File: config.mk
export PLATFORM = sky130hd
export DESIGN_NAME = rr_request_bank
export DESIGN_NICKNAME = d
export VERILOG_FILES = /design/src/rtl/rr_request_bank_pkg.sv /design/src/rtl/rr_request_bank_fifo.sv /design/src/rtl/rr_request_bank.sv
export SDC_FILE = /design/constraint.sdc
export NUM_CORES = 1
export LEC_CHECK = 0
export CAP_MARGIN = 20
export CORE_MARGIN = 4
export CORE_UTILIZATION = 55
export CTS_CLUSTER_DIAMETER = 80
export CTS_CLUSTER_SIZE = 25
export DETAILED_ROUTE_END_ITERATION = 8
export DONT_BUFFER_PORTS = 1
export PLACE_DENSITY = 0.76
export SLEW_MARGIN = 20
export SYNTH_ARGS = -nofsm -noshare
export SYNTH_HDL_FRONTEND = slang
export SYNTH_SLANG_ARGS = --single-unit
File: constraint.sdc
create_clock -name clk -period 7.8 [get_ports clk]
set_input_delay 0.78 -clock clk [delete_from_list [all_inputs] [get_ports clk]]
set_output_delay 0.78 -clock clk [all_outputs]
set_load 0.02 [all_outputs]
File: src/rtl/rr_request_bank_pkg.sv
// Shared definitions for the round-robin requester bank: default sizing,
// derived widths and the grant one-hot check.
package rr_request_bank_pkg;

    localparam int WID_DEF   = 16;
    localparam int DW_DEF    = 8;
    localparam int DEPTH_DEF = 4;

    localparam int WADDR = $clog2(WID_DEF);
    localparam int PTR_W = $clog2(DEPTH_DEF);
    localparam int CNT_W = PTR_W + 1;

    // Grant vectors up to 64 clients are zero-extended into this check.
    function automatic logic is_onehot(input logic [63:0] v);
        return (v != 64'd0) && ((v & (v - 64'd1)) == 64'd0);
    endfunction

endpackage

File: src/rtl/rr_request_bank_fifo.sv
// Single-client synchronous FIFO: DEPTH x DW storage with registered count,
// full/empty flags and a combinational head word.
module req_client_fifo #(
    parameter  int DW    = 8,
    parameter  int DEPTH = 4,
    localparam int PTR_W = $clog2(DEPTH),
    localparam int CNT_W = PTR_W + 1
) (
    input  logic             clk,
    input  logic             rst_n,
    input  logic             push,
    input  logic [DW-1:0]    wdata,
    input  logic             pop,
    output logic [DW-1:0]    rdata,
    output logic [CNT_W-1:0] count,
    output logic             full,
    output logic             empty
);

    logic [DW-1:0]    mem_q [DEPTH];
    logic [DW-1:0]    mem_d [DEPTH];
    logic [PTR_W-1:0] wr_ptr_q, wr_ptr_d;
    logic [PTR_W-1:0] rd_ptr_q, rd_ptr_d;
    logic [CNT_W-1:0] count_q, count_d;
    logic             push_ok;
    logic             pop_ok;

    assign full  = (count_q == CNT_W'(DEPTH));
    assign empty = (count_q == '0);
    assign count = count_q;
    assign rdata = mem_q[rd_ptr_q];

    // A full FIFO refuses the push even when a pop happens in the same cycle.
    assign push_ok = push && !full;
    assign pop_ok  = pop && !empty;

    always_comb begin
        mem_d    = mem_q;
        wr_ptr_d = wr_ptr_q;
        rd_ptr_d = rd_ptr_q;
        if (push_ok) begin
            mem_d[wr_ptr_q] = wdata;
            wr_ptr_d        = wr_ptr_q + PTR_W'(1);
        end
        if (pop_ok) begin
            rd_ptr_d = rd_ptr_q + PTR_W'(1);
        end
        count_d = count_q + CNT_W'(push_ok) - CNT_W'(pop_ok);
    end

    always_ff @(posedge clk or negedge rst_n) begin
        if (!rst_n) begin
            for (int i = 0; i < DEPTH; i++) begin
                mem_q[i] <= '0;
            end
            wr_ptr_q <= '0;
            rd_ptr_q <= '0;
            count_q  <= '0;
        end else begin
            mem_q    <= mem_d;
            wr_ptr_q <= wr_ptr_d;
            rd_ptr_q <= rd_ptr_d;
            count_q  <= count_d;
        end
    end

endmodule

File: src/rtl/rr_request_bank.sv
// Requester side of the round-robin interface: per-client FIFOs raise
// requests, legal grants pop one word onto a tagged output stream.
module rr_request_bank
    import rr_request_bank_pkg::*;
#(
    parameter  int WID   = WID_DEF,
    parameter  int DW    = DW_DEF,
    parameter  int DEPTH = DEPTH_DEF,
    localparam int ID_W  = $clog2(WID),
    localparam int CNT_L = $clog2(DEPTH) + 1
) (
    input  logic              clk,
    input  logic              rst_n,
    input  logic [WID-1:0]    push_valid,
    input  logic [WID*DW-1:0] push_data,
    output logic [WID-1:0]    push_ready,
    output logic [WID-1:0]    requests,
    input  logic [WID-1:0]    grants,
    output logic              out_valid,
    output logic [ID_W-1:0]   out_id,
    output logic [DW-1:0]     out_data,
    output logic              err
);

    logic [DW-1:0]    head [WID];
    logic [CNT_L-1:0] cnt  [WID];
    logic [WID-1:0]   full;
    logic [WID-1:0]   empty;
    logic [WID-1:0]   pop_vec;

    logic             grant_legal;
    logic [ID_W-1:0]  grant_idx;

    logic             out_valid_q, out_valid_d;
    logic [ID_W-1:0]  out_id_q, out_id_d;
    logic [DW-1:0]    out_data_q, out_data_d;
    logic             err_q, err_d;

    for (genvar g = 0; g < WID; g++) begin : g_client
        req_client_fifo #(
            .DW    (DW),
            .DEPTH (DEPTH)
        ) u_fifo (
            .clk   (clk),
            .rst_n (rst_n),
            .push  (push_valid[g]),
            .wdata (push_data[g*DW +: DW]),
            .pop   (pop_vec[g]),
            .rdata (head[g]),
            .count (cnt[g]),
            .full  (full[g]),
            .empty (empty[g])
        );
        assign requests[g] = (cnt[g] != '0);
    end

    assign push_ready = ~full;

    // Only a one-hot grant to a non-empty client may pop; anything else is a
    // protocol violation and leaves every FIFO untouched.
    always_comb begin
        grant_legal = is_onehot(64'(grants)) && ((grants & ~empty) != '0);
        pop_vec     = grant_legal ? grants : '0;
        grant_idx   = '0;
        for (int i = 0; i < WID; i++) begin
            if (grants[i]) begin
                grant_idx = ID_W'(i);
            end
        end
    end

    always_comb begin
        out_valid_d = grant_legal;
        out_id_d    = grant_legal ? grant_idx : out_id_q;
        out_data_d  = grant_legal ? head[grant_idx] : out_data_q;
        err_d       = err_q | ((grants != '0) && !grant_legal);
    end

    always_ff @(posedge clk or negedge rst_n) begin
        if (!rst_n) begin
            out_valid_q <= 1'b0;
            out_id_q    <= '0;
            out_data_q  <= '0;
            err_q       <= 1'b0;
        end else begin
            out_valid_q <= out_valid_d;
            out_id_q    <= out_id_d;
            out_data_q  <= out_data_d;
            err_q       <= err_d;
        end
    end

    assign out_valid = out_valid_q;
    assign out_id    = out_id_q;
    assign out_data  = out_data_q;
    assign err       = err_q;

endmodule

==> reports/results.ini, run 1 <==
[timing]
hold_viol = 0
setup_tns_ns = 0
finalCritPeriodShare = 0.530
fin_skew_ns = 0.0361
fmax_ghz = 0.242
finalMaxSlewViolations = 0
period_minus_slack_ns = 4.13
rsz0062_at_grt = no
worstMarginPinSlew_ns = 1.46
final-setup-viol-count = 0
maxSlewHeadroom = 0.0296

[cells_and_area]
instances_no_fill = 2771
final_common_cell = dfrtp_1
final_area_sq_mm = 0.0321
final_cell_mix = 638 x dfrtp_1, 513 x mux2_2, 137 x nand2_1
nets = 2330
drive_above_1_share = 0.360
syn_to_final_growth_pct = 6.08

[worst_setup_path]
crit_family = simple AND/OR/NAND/NOR gates
crit_chain = o31ai_1 > nand4_1 > nor4_1 > a211oi_1 > or4b_4 > nor2_2 > ha_1 > inv_1 > ha_1 > inv_1 > fa_1 > xnor2_1 > xnor2_1
cp.arrival_ns = 4.64
path_class = flop to flop
path_depth = 13
cp_slowest_stage_delay_ns = 0.86
cp-end-kind = flop
worstPathRequired_ns = 8.31
worstPathMaxFanout = 50
rr_worst_depth = 13
worst-path-buf-inv = 2
crit_slowest_cell = o31ai_1
startpoint_type = flop

[floorplanning]
initial_core_util = 0.559
dieArea_sq_mm = 0.0588
core-area_sq_mm = 0.0541
dieWidth_microns = 243
io_pins = 208
die_h_microns = 243
rows = 85

[placed_design]
port_buffers = 0
dpl-instance-area_sq_mm = 0.0309
dp_cells = 2711
place_hpwl_mm = 49.5
gp_congestion = 0.861

[global_routing]
grt_overflow_total = 0
grt_max_degree = 639
grt_usage = 0.236
grt_pass1_wl_mm = 108
antenna_found_initial = 4
grt_pass1_vias = 18300

[logic_synthesis]
synth_compound_area_frac = 0.0221
netlist.area_leader.share = 0.528
syn_nets = 2358
synth_area_leaders = dfrtp_1 53%, mux2_2 19%, mux4_2 9.5%
syn_area_sq_mm = 0.0303
synth_edf_count = 0
synthFlopType = dfrtp_1
synth_xor_area_frac = 0.0232
ys.warnings.count = 0
syn_area_per_cell_sq_um = 14.5
synthMuxAreaShare = 0.306
synth_top_family_by_area = multiplexers
synth_fa_ha_area_frac = 0.0509
synth_simple_gate_area_frac = 0.0445
async_flop_share = 1.00
netlist_instances = 2084
synth.distinct_cells = 50
ys_seq_area_frac = 0.528
synth_seq_cells = 638
synth_top_area_cell = dfrtp_1

[detailed_routing]
dr_wl_met3_mm = 5.12
drt_pass1_iterations = 5
viasPerCell = 6.08
drtIter0Drc = 1084
wl_per_cell_microns = 25.1
finalWirelength_mm = 69.5
ant_nets = 0
wl_met2_mm = 33.3
via_count = 16800
top_layer = met5
wl_met1_mm = 28.6
post-route-drc-count = 0

[pwr]
powerDensity_mw_per_mm2 = 377
peakVddDrop_v = 0.000198
power_leakage_nw = 14.2

[clock_network]
cts_tree = done
root_buffer = clkbuf_16
path_clk_slew_ns = 0.10
cts_buffers = 35
cts_sinks = 638
post_cts.repair.setup_buffers = 0
cts_buffer_depth = 3
htree_num_levels = 2
post_cts_resized = 0
worstSkewPairLatency_ns = 0.58

[min_path]
hold_path_class = input pin to async pin

[flow_run]
maxCapViolCount = 0

[outcome]
run_status = finished, final reports clean

==> through the flow <==
stage                     total power, mW   util  hold slack [ns]  setup slack [ns]
after global routing                 12.9  0.593            0.119              3.37
after detailed placement             10.1  0.570            0.488              3.29
final                                12.1  0.593           0.0912              3.67
after CTS                            12.1  0.591          -0.0958              3.62
after global placement               9.68  0.570            0.480              3.42
after floorplan                      8.91      -            0.474              3.76
==> path summary, 6_finish.rpt <==
check	startpoint	endpoint	slack, ns
worst min register to register	g_client[7].u_fifo.mem_q[10]$_DFFE_PN0P_	g_client[7].u_fifo.mem_q[10]$_DFFE_PN0P_	0.51
worst max register to register	g_client[9].u_fifo.count[1]$_DFF_PN0_	g_client[5].u_fifo.count[2]$_DFF_PN0_	3.67
worst min-delay path	rst_n	g_client[10].u_fifo.mem_q[29]$_DFFE_PN0P_	0.09
min in group clk	push_data[61]	g_client[7].u_fifo.mem_q[13]$_DFFE_PN0P_	0.34
worst max-delay path	g_client[9].u_fifo.count[1]$_DFF_PN0_	g_client[5].u_fifo.count[2]$_DFF_PN0_	3.67
max in group asynchronous	rst_n	g_client[10].u_fifo.count[1]$_DFF_PN0_	6.37
==> flip-flops by register name, summed over array words and instances, names as in the netlist <==
signal and flops:
out_data 8, g_client.u_fifo.count 48, out_id 4, err 1, g_client.u_fifo.mem_q 512, g_client.u_fifo.rd_ptr_q 32
out_valid 1, g_client.u_fifo.wr_ptr_q 32
==> layout make-up <==
type	count	area (sq um)
Multi-Input combinational cell	1253	13600
Tap cell	696	871
Fill cell	4068	22000
Sequential cell	638	16000
Antenna cell	3	7.51
Clock buffer	41	951
Timing Repair Buffer	8	140
Inverter	120	452
Clock inverter	12	158
==> Yosys cell counts (2+ instances only) <==
cell and n:
xnor2_1 56, maj3_1 2, nand2_1 137, buf_1 34, fa_1 16, nor2_2 16, dfrtp_1 638, buf_2 6
o31ai_1 16, a2bb2oi_1 8, buf_6 4, nand3_1 31, nand4_1 4, ha_1 96, inv_1 119, and2_1 17
xor2_1 24, a221oi_2 8, a21oi_1 4, o21ai_0 23, mux2_2 513, nor3_1 5, nor2_1 19, clkbuf_1 29
a221o_1 2, a211oi_1 3, mux4_2 128, mux2i_1 61, or3_1 16, nor4_1 2, a32oi_1 8, nor3_2 16
a21boi_0 6
==> power breakdown <==
part	switching (mW)	total, mW	internal [mW]
combinational	1.87	4.27	2.40
clock	1.12	2.06	0.938
sequential	0.854	5.75	4.90
total	3.84	12.1	8.24
==> logic make-up (layout without fill, tap and decap cells) <==
family                   count (synthesis)  after routing
multiplexers                           702            702
XOR/XNOR                                80             80
other                                    0              3
adder cells (fa/ha/maj)                114            114
AND/OR/NAND/NOR                        271            271
buffers and inverters                  193            181
AO/OA/AOI/OAI                           86             86
flip-flops                             638            638
==> routing by layer <==
metal	vias to the layer above	global-route usage
li1	7387	-
met1	8984	0.311
met2	367	0.379
met3	103	0.0687
met4	2	0.0823
met5	-	0
Note: power is estimated with default switching activity, not from simulation.
==> run 2, diff against run 1 <==
PLACE_DENSITY = 0.79   (was 0.76)
clock period = 3.3 ns   (was 7.8 ns; I/O delays follow)
==> reports/results.ini, run 2 (synthesis gave the netlist of run 1 again) <==
[outcome]
run_status = finished with violations
violations = hold timing, slew limit

[detailed_routing]
ant_nets = 0  ; unchanged
finalWirelength_mm = 71.3  ; +2.6%
post-route-drc-count = 0  ; unchanged
wl_per_cell_microns = 24.0  ; -4.3%
viasPerCell = 5.89  ; -3.1%
drt_pass1_iterations = 5  ; unchanged
via_count = 17500  ; +3.9%
drtIter0Drc = 1250  ; +15%

[global_routing]
grt_pass1_vias = 18800  ; +2.8%
grt_overflow_total = 0  ; unchanged
grt_usage = 0.242  ; +0.00551
grt_pass1_wl_mm = 111  ; +2.9%
antenna_found_initial = 7  ; +3
grt_max_degree = 639  ; unchanged

[cells_and_area]
regMostFlops = g_client.u_fifo.mem_q
syn_to_final_growth_pct = 12.2
final_cell_mix = 638 x dfrtp_1, 512 x mux2_2, 137 x nand2_1
instances_no_fill = 2971  ; +7.2%
drive_above_1_share = 0.363  ; +0.00324
nets = 2528  ; +8.5%
final_common_cell = dfrtp_1
largest_reg_flops = 512  ; unchanged

[timing]
period_minus_slack_ns = 3.21  ; -0.925 ns
final-setup-viol-count = 0  ; unchanged
finalCritPeriodShare = 0.973  ; +0.443
finalMaxSlewViolations = 87  ; +87
fmax_ghz = 0.312  ; +29%
setup_tns_ns = 0  ; unchanged
fin_skew_ns = 0.0170  ; -0.0192 ns
maxSlewHeadroom = -0.0789  ; -0.109
setup_slack_ns = 0.0906  ; -3.58 ns
hold_viol = 638  ; +638
worstMarginPinSlew_ns = 1.62  ; +0.163 ns
whs_ns = -0.501  ; -0.592 ns

[worst_setup_path]
cp.arrival_ns = 3.67  ; -0.97 ns
path_class = flop to flop
crit_slowest_cell = dfrtp_1
worstPathMaxFanout = 9  ; -82%
cp-end-kind = flop
worstPathRequired_ns = 3.76  ; -4.55 ns
crit_chain = o31ai_2 > buf_4 > nand4_1 > nor4_2 > a211oi_1 > or4b_4 > buf_12 > buf_4 > nor2_2 > ha_1 > inv_1 > ha_1 > fa_1 > xnor2_1
startpoint_type = flop
cp_slowest_stage_delay_ns = 0.43  ; -0.43 ns

[clock_network]
worstSkewPairLatency_ns = 0.58  ; about the same
cts_sinks = 638  ; unchanged
cts_buffers = 34  ; -2.9%
holdBufCountCts = 130
cts_buffer_depth = 3  ; unchanged
cts_tree = done
htree_num_levels = 2  ; unchanged
root_buffer = clkbuf_16
path_clk_slew_ns = 0.10  ; about the same

[placed_design]
place_hpwl_mm = 50.9  ; +2.9%
gp_congestion = 0.822  ; -4.4%
port_buffers = 0  ; unchanged
dp_slack_ns = -0.400  ; -3.69 ns
dp_cells = 2778  ; +2.5%

[min_path]
hold_path_class = input pin to async pin

[floorplanning]
die_h_microns = 243  ; unchanged
core-area_sq_mm = 0.0541  ; unchanged
rows = 85  ; unchanged
dieWidth_microns = 243  ; unchanged
io_pins = 208  ; unchanged
dieArea_sq_mm = 0.0588  ; unchanged
initial_core_util = 0.559  ; unchanged

[pwr]
peakVddDrop_v = 0.000536  ; +170%
powerDensity_mw_per_mm2 = 854  ; +130%
power_leakage_nw = 15.1  ; +6.3%

[flow_run]
maxCapViolCount = 0  ; unchanged

run 2: cell count changes in the layout (fill, tap and decap cells not counted), moves of 2 or more:
cell	previous run	this run
nor2_4	0	3
xnor2_1	56	53
buf_4	4	72
nor2_2	16	13
xnor2_2	0	3
o31ai_2	0	5
buf_16	4	0
o31ai_1	16	11
buf_12	0	3
clkinv_8	3	1
dlygate4sd3_1	0	130
run 2: worst paths after layout:
kind | from | to | slack, ns | cells after the start
worst max-delay path | g_client[13].u_fifo.count[2]$_DFF_PN0_ | g_client[6].u_fifo.count[2]$_DFF_PN0_ | 0.09 | 14
worst min-delay path | rst_n | g_client[4].u_fifo.mem_q[5]$_DFFE_PN0P_ | -0.50 | 0
worst max register to register | g_client[13].u_fifo.count[2]$_DFF_PN0_ | g_client[6].u_fifo.count[2]$_DFF_PN0_ | 0.09 | 14
worst min register to register | g_client[4].u_fifo.mem_q[12]$_DFFE_PN0P_ | g_client[4].u_fifo.mem_q[12]$_DFFE_PN0P_ | 0.51 | 1
max in group asynchronous | rst_n | g_client[3].u_fifo.mem_q[15]$_DFFE_PN0P_ | 2.55 | 0
min in group clk | grants[2] | err$_DFF_PN0_ | 0.09 | 4
run 2: layout make-up:
class	count	area (sq um)
tap	696	871
antenna	4	10.0
sequential	638	16000
fill	3895	20200
multi-input combinational	1253	13600
clock inverter	12	134
inverter	120	452
clock buffer	41	951
timing repair buffer	207	1940
run 2: critical path, delay by kind of cell, from the launching register on:
| family | cells | cell delay (ns) |
|---|---|---|
| AOI/OAI and AO/OA | 2 | 0.33 |
| DFF | 1 | 0.43 |
| adders and majority gates | 3 | 0.86 |
| buffers and inverters | 4 | 0.58 |
| and+or+nand+nor | 4 | 0.73 |
| xor gates and xnor gates | 1 | 0.14 |
run 2: per-stage QoR:
stage | cell area (sq um) | utilization | total power [mW]
final | 33900 | 0.627 | 29.0
after global routing | 33900 | 0.627 | 30.8
after CTS | 33800 | 0.625 | 29.1
after detailed placement | 31400 | 0.581 | 24.0
after global placement | 31400 | 0.581 | 23.0
after floorplan | 30300 | - | 21.1
run 2: per-layer routing:
metal	vias to the layer above	wire length (microns)	track usage
met2	395	34900	0.398
met4	6	1720	0.0577
li1	7789	-	-
met1	9209	29800	0.331
met5	-	34	0
met3	99	4810	0.0558
run 2: repair_timing:
action,CTS,global route
gates resized for setup,0,10
pin swaps,0,2
setup endpoints to repair,1,14
cloned,0,1
setup buffers,0,6
endpoints found under the hold margin,1151,638
run 2: power breakdown:
group          total (mW)  switching (mW)  leakage [nW]  internal [mW]
clock network        4.83            2.63         0.530           2.20
registers            13.6            2.03          7.57           11.6
logic                10.6            4.57          6.97           5.99
total                29.0            9.22          15.1           19.8
